[config.mk]
export PLATFORM = sky130hd
export DESIGN_NAME = mul_issue_ctrl
export DESIGN_NICKNAME = d
export VERILOG_FILES = /design/src/rtl/mul_issue_ctrl.sv
export SDC_FILE = /design/constraint.sdc
export NUM_CORES = 1
export LEC_CHECK = 0
export ABC_AREA = 0
export BUFFER_PORTS_ARGS = -buffer_cell sky130_fd_sc_hd__buf_2
export CAP_MARGIN = 25
export CORE_UTILIZATION = 25
export CTS_CLUSTER_SIZE = 25
export DETAILED_ROUTE_END_ITERATION = 8
export HOLD_SLACK_MARGIN = 0.06
export MAX_ROUTING_LAYER = met4
export SLEW_MARGIN = 10
export SYNTH_ARGS = -nofsm -noshare
export SYNTH_HDL_FRONTEND = slang
export SYNTH_SLANG_ARGS = --single-unit
[constraint.sdc]
create_clock -name clk -period 3.02 [get_ports clk]
set_input_delay 0.302 -clock clk [delete_from_list [all_inputs] [get_ports clk]]
set_output_delay 0.302 -clock clk [all_outputs]
set_load 0.01 [all_outputs]
[src/rtl/mul_issue_ctrl.sv]
// mul_issue_ctrl
//
// Issue controller that sits between an operand stream and a multi-cycle
// 64x64 multiplier core. It accepts one operand pair at a time, holds the
// operands steady for the core, pulses a start request until the core
// reports busy, then waits for the core to come back idle. When the core
// finishes, the 128-bit product goes into a small result FIFO. If the core
// never finishes, a watchdog aborts the wait and raises a sticky error.
//
// Ports
//   clk        in   1    single clock, all state on the rising edge
//   nrst       in   1    asynchronous active-low reset
//   in_valid   in   1    operand pair offered
//   in_ready   out  1    operand pair accepted when in_valid & in_ready
//   in_a/in_b  in   64   operands
//   mul_a/b    out  64   operands held for the multiplier core
//   mul_start  out  1    start request, high for the whole ISSUE state
//   mul_ready  in   1    core idle flag, low while the core operates
//   mul_p      in   128  core product, valid when mul_ready returns high
//   out_valid  out  1    FIFO head valid
//   out_ready  in   1    consumer takes the head when out_valid & out_ready
//   out_p      out  128  FIFO head product
//   err        out  1    sticky watchdog timeout flag
//   done_cnt   out  16   completed-product counter, wraps
module mul_issue_ctrl #(
   parameter int DEPTH   = 2,
   parameter int TIMEOUT = 64
) (
   input  logic         clk,
   input  logic         nrst,
   input  logic         in_valid,
   output logic         in_ready,
   input  logic [63:0]  in_a,
   input  logic [63:0]  in_b,
   output logic [63:0]  mul_a,
   output logic [63:0]  mul_b,
   output logic         mul_start,
   input  logic         mul_ready,
   input  logic [127:0] mul_p,
   output logic         out_valid,
   input  logic         out_ready,
   output logic [127:0] out_p,
   output logic         err,
   output logic [15:0]  done_cnt
);

   localparam int PTR_W = (DEPTH > 1) ? $clog2(DEPTH) : 1;
   localparam int CNT_W = $clog2(DEPTH + 1);
   localparam int TMO_W = (TIMEOUT > 1) ? $clog2(TIMEOUT) : 1;

   localparam logic [PTR_W-1:0] LAST_PTR  = PTR_W'(DEPTH - 1);
   localparam logic [CNT_W-1:0] FULL_CNT  = CNT_W'(DEPTH);
   localparam logic [TMO_W-1:0] LAST_WAIT = TMO_W'(TIMEOUT - 1);

   typedef enum logic [1:0] {
      IDLE  = 2'd0,
      ISSUE = 2'd1,
      WAIT  = 2'd2
   } state_t;

   state_t state;
   state_t state_next;

   logic [TMO_W-1:0] wait_cnt;
   logic [127:0]     mem [DEPTH];
   logic [PTR_W-1:0] wr_ptr;
   logic [PTR_W-1:0] rd_ptr;
   logic [CNT_W-1:0] count;

   logic accept;
   logic timeout_hit;
   logic push;
   logic pop;

   // A new operation may only start when the core is idle and the FIFO
   // still has a free slot, so the result of the operation we are about to
   // start always has somewhere to land. Gating with nrst keeps in_ready low
   // for the whole time reset is held, not just after the first edge.
   always_comb begin
      in_ready  = 1'b0;
      mul_start = 1'b0;
      if (nrst && (state == IDLE) && mul_ready && (count < FULL_CNT))
         in_ready = 1'b1;
      if (state == ISSUE)
         mul_start = 1'b1;
   end

   assign accept      = in_valid & in_ready;
   assign timeout_hit = (state == WAIT) && !mul_ready && (wait_cnt == LAST_WAIT);
   assign push        = (state == WAIT) && mul_ready;
   assign pop         = out_valid & out_ready;
   assign out_valid   = (count != '0);
   assign out_p       = mem[rd_ptr];

   // State register for the issue sequence.
   always_ff @(posedge clk or negedge nrst) begin
      if (!nrst)
         state <= IDLE;
      else
         state <= state_next;
   end

   // Next-state logic. ISSUE holds the start request until the core shows
   // it has taken the operands by dropping mul_ready. WAIT leaves either on
   // completion or when the watchdog expires.
   always_comb begin
      state_next = state;
      case (state)
         IDLE:    if (accept) state_next = ISSUE;
         ISSUE:   if (!mul_ready) state_next = WAIT;
         WAIT:    if (mul_ready || timeout_hit) state_next = IDLE;
         default: state_next = IDLE;
      endcase
   end

   // Operand latches feeding the core. They only change on an accept so the
   // core sees stable operands for the whole operation.
   always_ff @(posedge clk or negedge nrst) begin
      if (!nrst) begin
         mul_a <= '0;
         mul_b <= '0;
      end else if (accept) begin
         mul_a <= in_a;
         mul_b <= in_b;
      end
   end

   // Watchdog counter for the WAIT state. It is cleared while in ISSUE so it
   // starts from zero on entry to WAIT, and counts each WAIT cycle in which
   // the core is still busy.
   always_ff @(posedge clk or negedge nrst) begin
      if (!nrst)
         wait_cnt <= '0;
      else if (state == WAIT && !mul_ready && !timeout_hit)
         wait_cnt <= wait_cnt + TMO_W'(1);
      else
         wait_cnt <= '0;
   end

   // Sticky error: once the watchdog fires it stays set until reset, while
   // the controller itself goes back to normal operation.
   always_ff @(posedge clk or negedge nrst) begin
      if (!nrst)
         err <= 1'b0;
      else if (timeout_hit)
         err <= 1'b1;
   end

   // Completed-product counter, bumped on the same edge the product is
   // pushed. Aborted operations do not count.
   always_ff @(posedge clk or negedge nrst) begin
      if (!nrst)
         done_cnt <= '0;
      else if (push)
         done_cnt <= done_cnt + 16'd1;
   end

   // Result FIFO storage and pointers. Pointers wrap explicitly at DEPTH so
   // non-power-of-two depths work. Storage is cleared on reset so the head
   // output is a defined value even when the FIFO is empty.
   always_ff @(posedge clk or negedge nrst) begin
      if (!nrst) begin
         for (int i = 0; i < DEPTH; i++)
            mem[i] <= '0;
         wr_ptr <= '0;
         rd_ptr <= '0;
      end else begin
         if (push) begin
            mem[wr_ptr] <= mul_p;
            wr_ptr      <= (wr_ptr == LAST_PTR) ? '0 : wr_ptr + PTR_W'(1);
         end
         if (pop)
            rd_ptr <= (rd_ptr == LAST_PTR) ? '0 : rd_ptr + PTR_W'(1);
      end
   end

   // Occupancy tracking. A push and a pop on the same edge cancel out.
   always_ff @(posedge clk or negedge nrst) begin
      if (!nrst)
         count <= '0;
      else begin
         case ({push, pop})
            2'b10:   count <= count + CNT_W'(1);
            2'b01:   count <= count - CNT_W'(1);
            default: count <= count;
         endcase
      end
   end

endmodule

==> flow_summary.ini <==
[grt]
first_global_vias = 13330
grt_overflow = 0
grt_max_degree = 155
grtUsageTotal_pct = 13.0
antenna_found_initial = 1
grt_pass1_wl_mm = 74.8

[drt]
viasPerCell = 4.15
drc = 0
drtIter0Drc = 388
ant_nets = 0
wire_per_inst_um = 16.4
num_vias = 11929
drtPass1Iterations = 4
wirelength_mm = 47.2

[clock_tree]
post-cts-setup-buffer-count = 0
clock-root-buffer = clkbuf_16
cts_resized = 0
hold_buffers = 259
cts_tree = yes
cts.sinks = 413
clockBufferDepth = 3
clk_latency_ns = 0.57
path_clk_slew_ns = 0.06
cts_buffers = 48
h-tree-depth = 2

[timing]
max_freq_ghz = 0.379
worst_pin_slew_ns = 0.958
finalClockSkew_ns = 0.0232
period_share_pct = 87.4
whs_ns = 0.180
finalHoldViolCount = 0
finalSetupTns_ns = 0
setup_viol_count_final = 0
slew_violations = 0
slew_headroom_pct = 36.1
min_period_ns = 2.64
rsz0062_at_grt = false

[critical_path]
cp_cell_sequence = buf_4 > mux2_2 > buf_2
path_class = reg2out
cp_slowest_stage_delay_ns = 0.69
crit_fanout = 31
worst_path_max_delay_cell = dfrtp_4
cp_data_arrival_time_ns = 2.34
start_kind = flip-flop
critPathRequiredTime_ns = 2.72
worstSetupEndpointType = primary output

[place]
hpwlAfterDp_mm = 31.4
gp_congestion = 0.832
dp_cells = 2523
port_buffers = 536

[run_status]
status = complete, no violations

[yosys]
ys_seq_elements = 413
synth_cell_type_count = 35
synthCells = 1067
yosysWarnings = 0
avgSynthCellArea_um2 = 17.0
synth_area_mm2 = 0.0182
synth_fp_nets = 1331
seq_area_frac_synth_pct = 56.9

[layout]
layout_commonest_cell = buf_2
stdcell_count = 2872
register_area_mm2 = 0.0103
area_delta_synth_final_pct = 43.2
drive_gt1_share_pct = 54.9
most-common-layout-cells = buf_2, dfrtp_1, dlygate4sd3_1
multi_input_area_mm2 = 0.00721
n_fill_cell = 6806
nNetsFinal = 2146

[die]
die_x_um = 272
core_mm2 = 0.0717
start_util_pct = 25.3
chipHeight_um = 272
num_rows = 98
pin_count = 537
die_area_mm2 = 0.0737

[power]
power_leakage_uw = 0.0129
powerDensity_mw_per_mm2 = 947
vdd_drop_max_v = 0.000590

[run]
drv_cap = 0

[hold_path]
worst_hold_path_type = in2async
[logic make-up (layout without fill, tap and decap cells)]
group,Yosys count,in the layout,share of synthesized area [%]
simple gates,53,53,1.67
fa+ha+maj,3,3,0.207
other cells,0,1,0
flops,413,413,56.9
mux,512,512,36.5
compound gates,2,2,0.0689
buf+inv,60,914,3.49
xor+xnor,24,24,1.16
[where the power goes]
group	internal, µW	switching [µW]
logic	5380	3950
registers	7980	1410
clock network	3560	2340
[layer usage]
layer	vias up	share of wire (%)	track usage [%]
li1	5409	-	-
met1	6067	42	15.1
met2	350	50	21.9
met3	103	5.1	2.91
met4	0	3.0	4.46
met5	-	0	-
[flip-flops by register name, indices dropped and copies added, names as in the netlist]
signal    cells
mul_a        64
wait_cnt      6
rd_ptr        1
wr_ptr        1
count         2
state         2
err           1
mem         256
done_cnt     16
mul_b        64
[cell usage after synthesis, drive strengths merged]
cell	instances	share of area, %
nor4	2	0.15
nor3	1	0.055
and2b	1	0.041
a21oi	1	0.028
nand3	10	0.28
nor2	14	0.38
and3	3	0.10
buf	53	3.3
nand4	2	0.069
mux2	512	36
inv	4	0.11
o21bai	1	0.041
nand2	11	0.24
xor2	7	0.34
nand4b	1	0.048
nand3b	1	0.041
nand2b	2	0.069
dfrtp	413	57
nor2b	1	0.048
xnor2	17	0.82
or2	2	0.069
and2	2	0.083
clkbuf	3	0.062
ha	3	0.21
[layout make-up]
cell class / count / area share (%)
diodes: 1 / 0.00963
clock buffers: 74 / 5.73
clock inverters: 15 / 0.549
inverters: 4 / 0.0770
multi-input cells: 594 / 27.7
flip-flops and latches: 413 / 39.8
well taps: 950 / 4.57
repair buffers: 821 / 21.6
[critical path: cells and delay by family, from the launching register on]
kind	cells	cell delay, ns
buf+inv	2	0.67
flops	1	0.69
mux	1	0.40
[final timing paths]
| check | start | end | slack (ns) | cells after the start |
|---|---|---|---|---|
| worst min register to register | wait_cnt[0] | wait_cnt[0] | 0.47 | 1 |
| worst max-delay path | rd_ptr | out_p[118] | 0.38 | 3 |
| worst min-delay path | nrst | mem[8] | 0.18 | 2 |
| max in group asynchronous | nrst | mul_a[1] | 1.51 | 4 |
| worst max register to register | state[1] | mem[147] | 0.93 | 6 |
| min in group clk | in_valid | state[0] | 0.30 | 4 |
[metrics by stage]
| step | total power [µW] | cell area (µm²) | setup WS [ns] | utilization, % |
|---|---|---|---|---|
| after floorplan | 14900 | 18200 | 1.40 | - |
| after global placement | 18300 | 21800 | 0.872 | 30.4 |
| after detailed placement | 18500 | 21800 | 0.861 | 30.4 |
| after CTS | 24900 | 26000 | 0.304 | 36.2 |
| after global routing | 26000 | 26000 | 0.236 | 36.2 |
| final | 24600 | 26000 | 0.382 | 36.2 |
(Power assumes the default switching activity.)
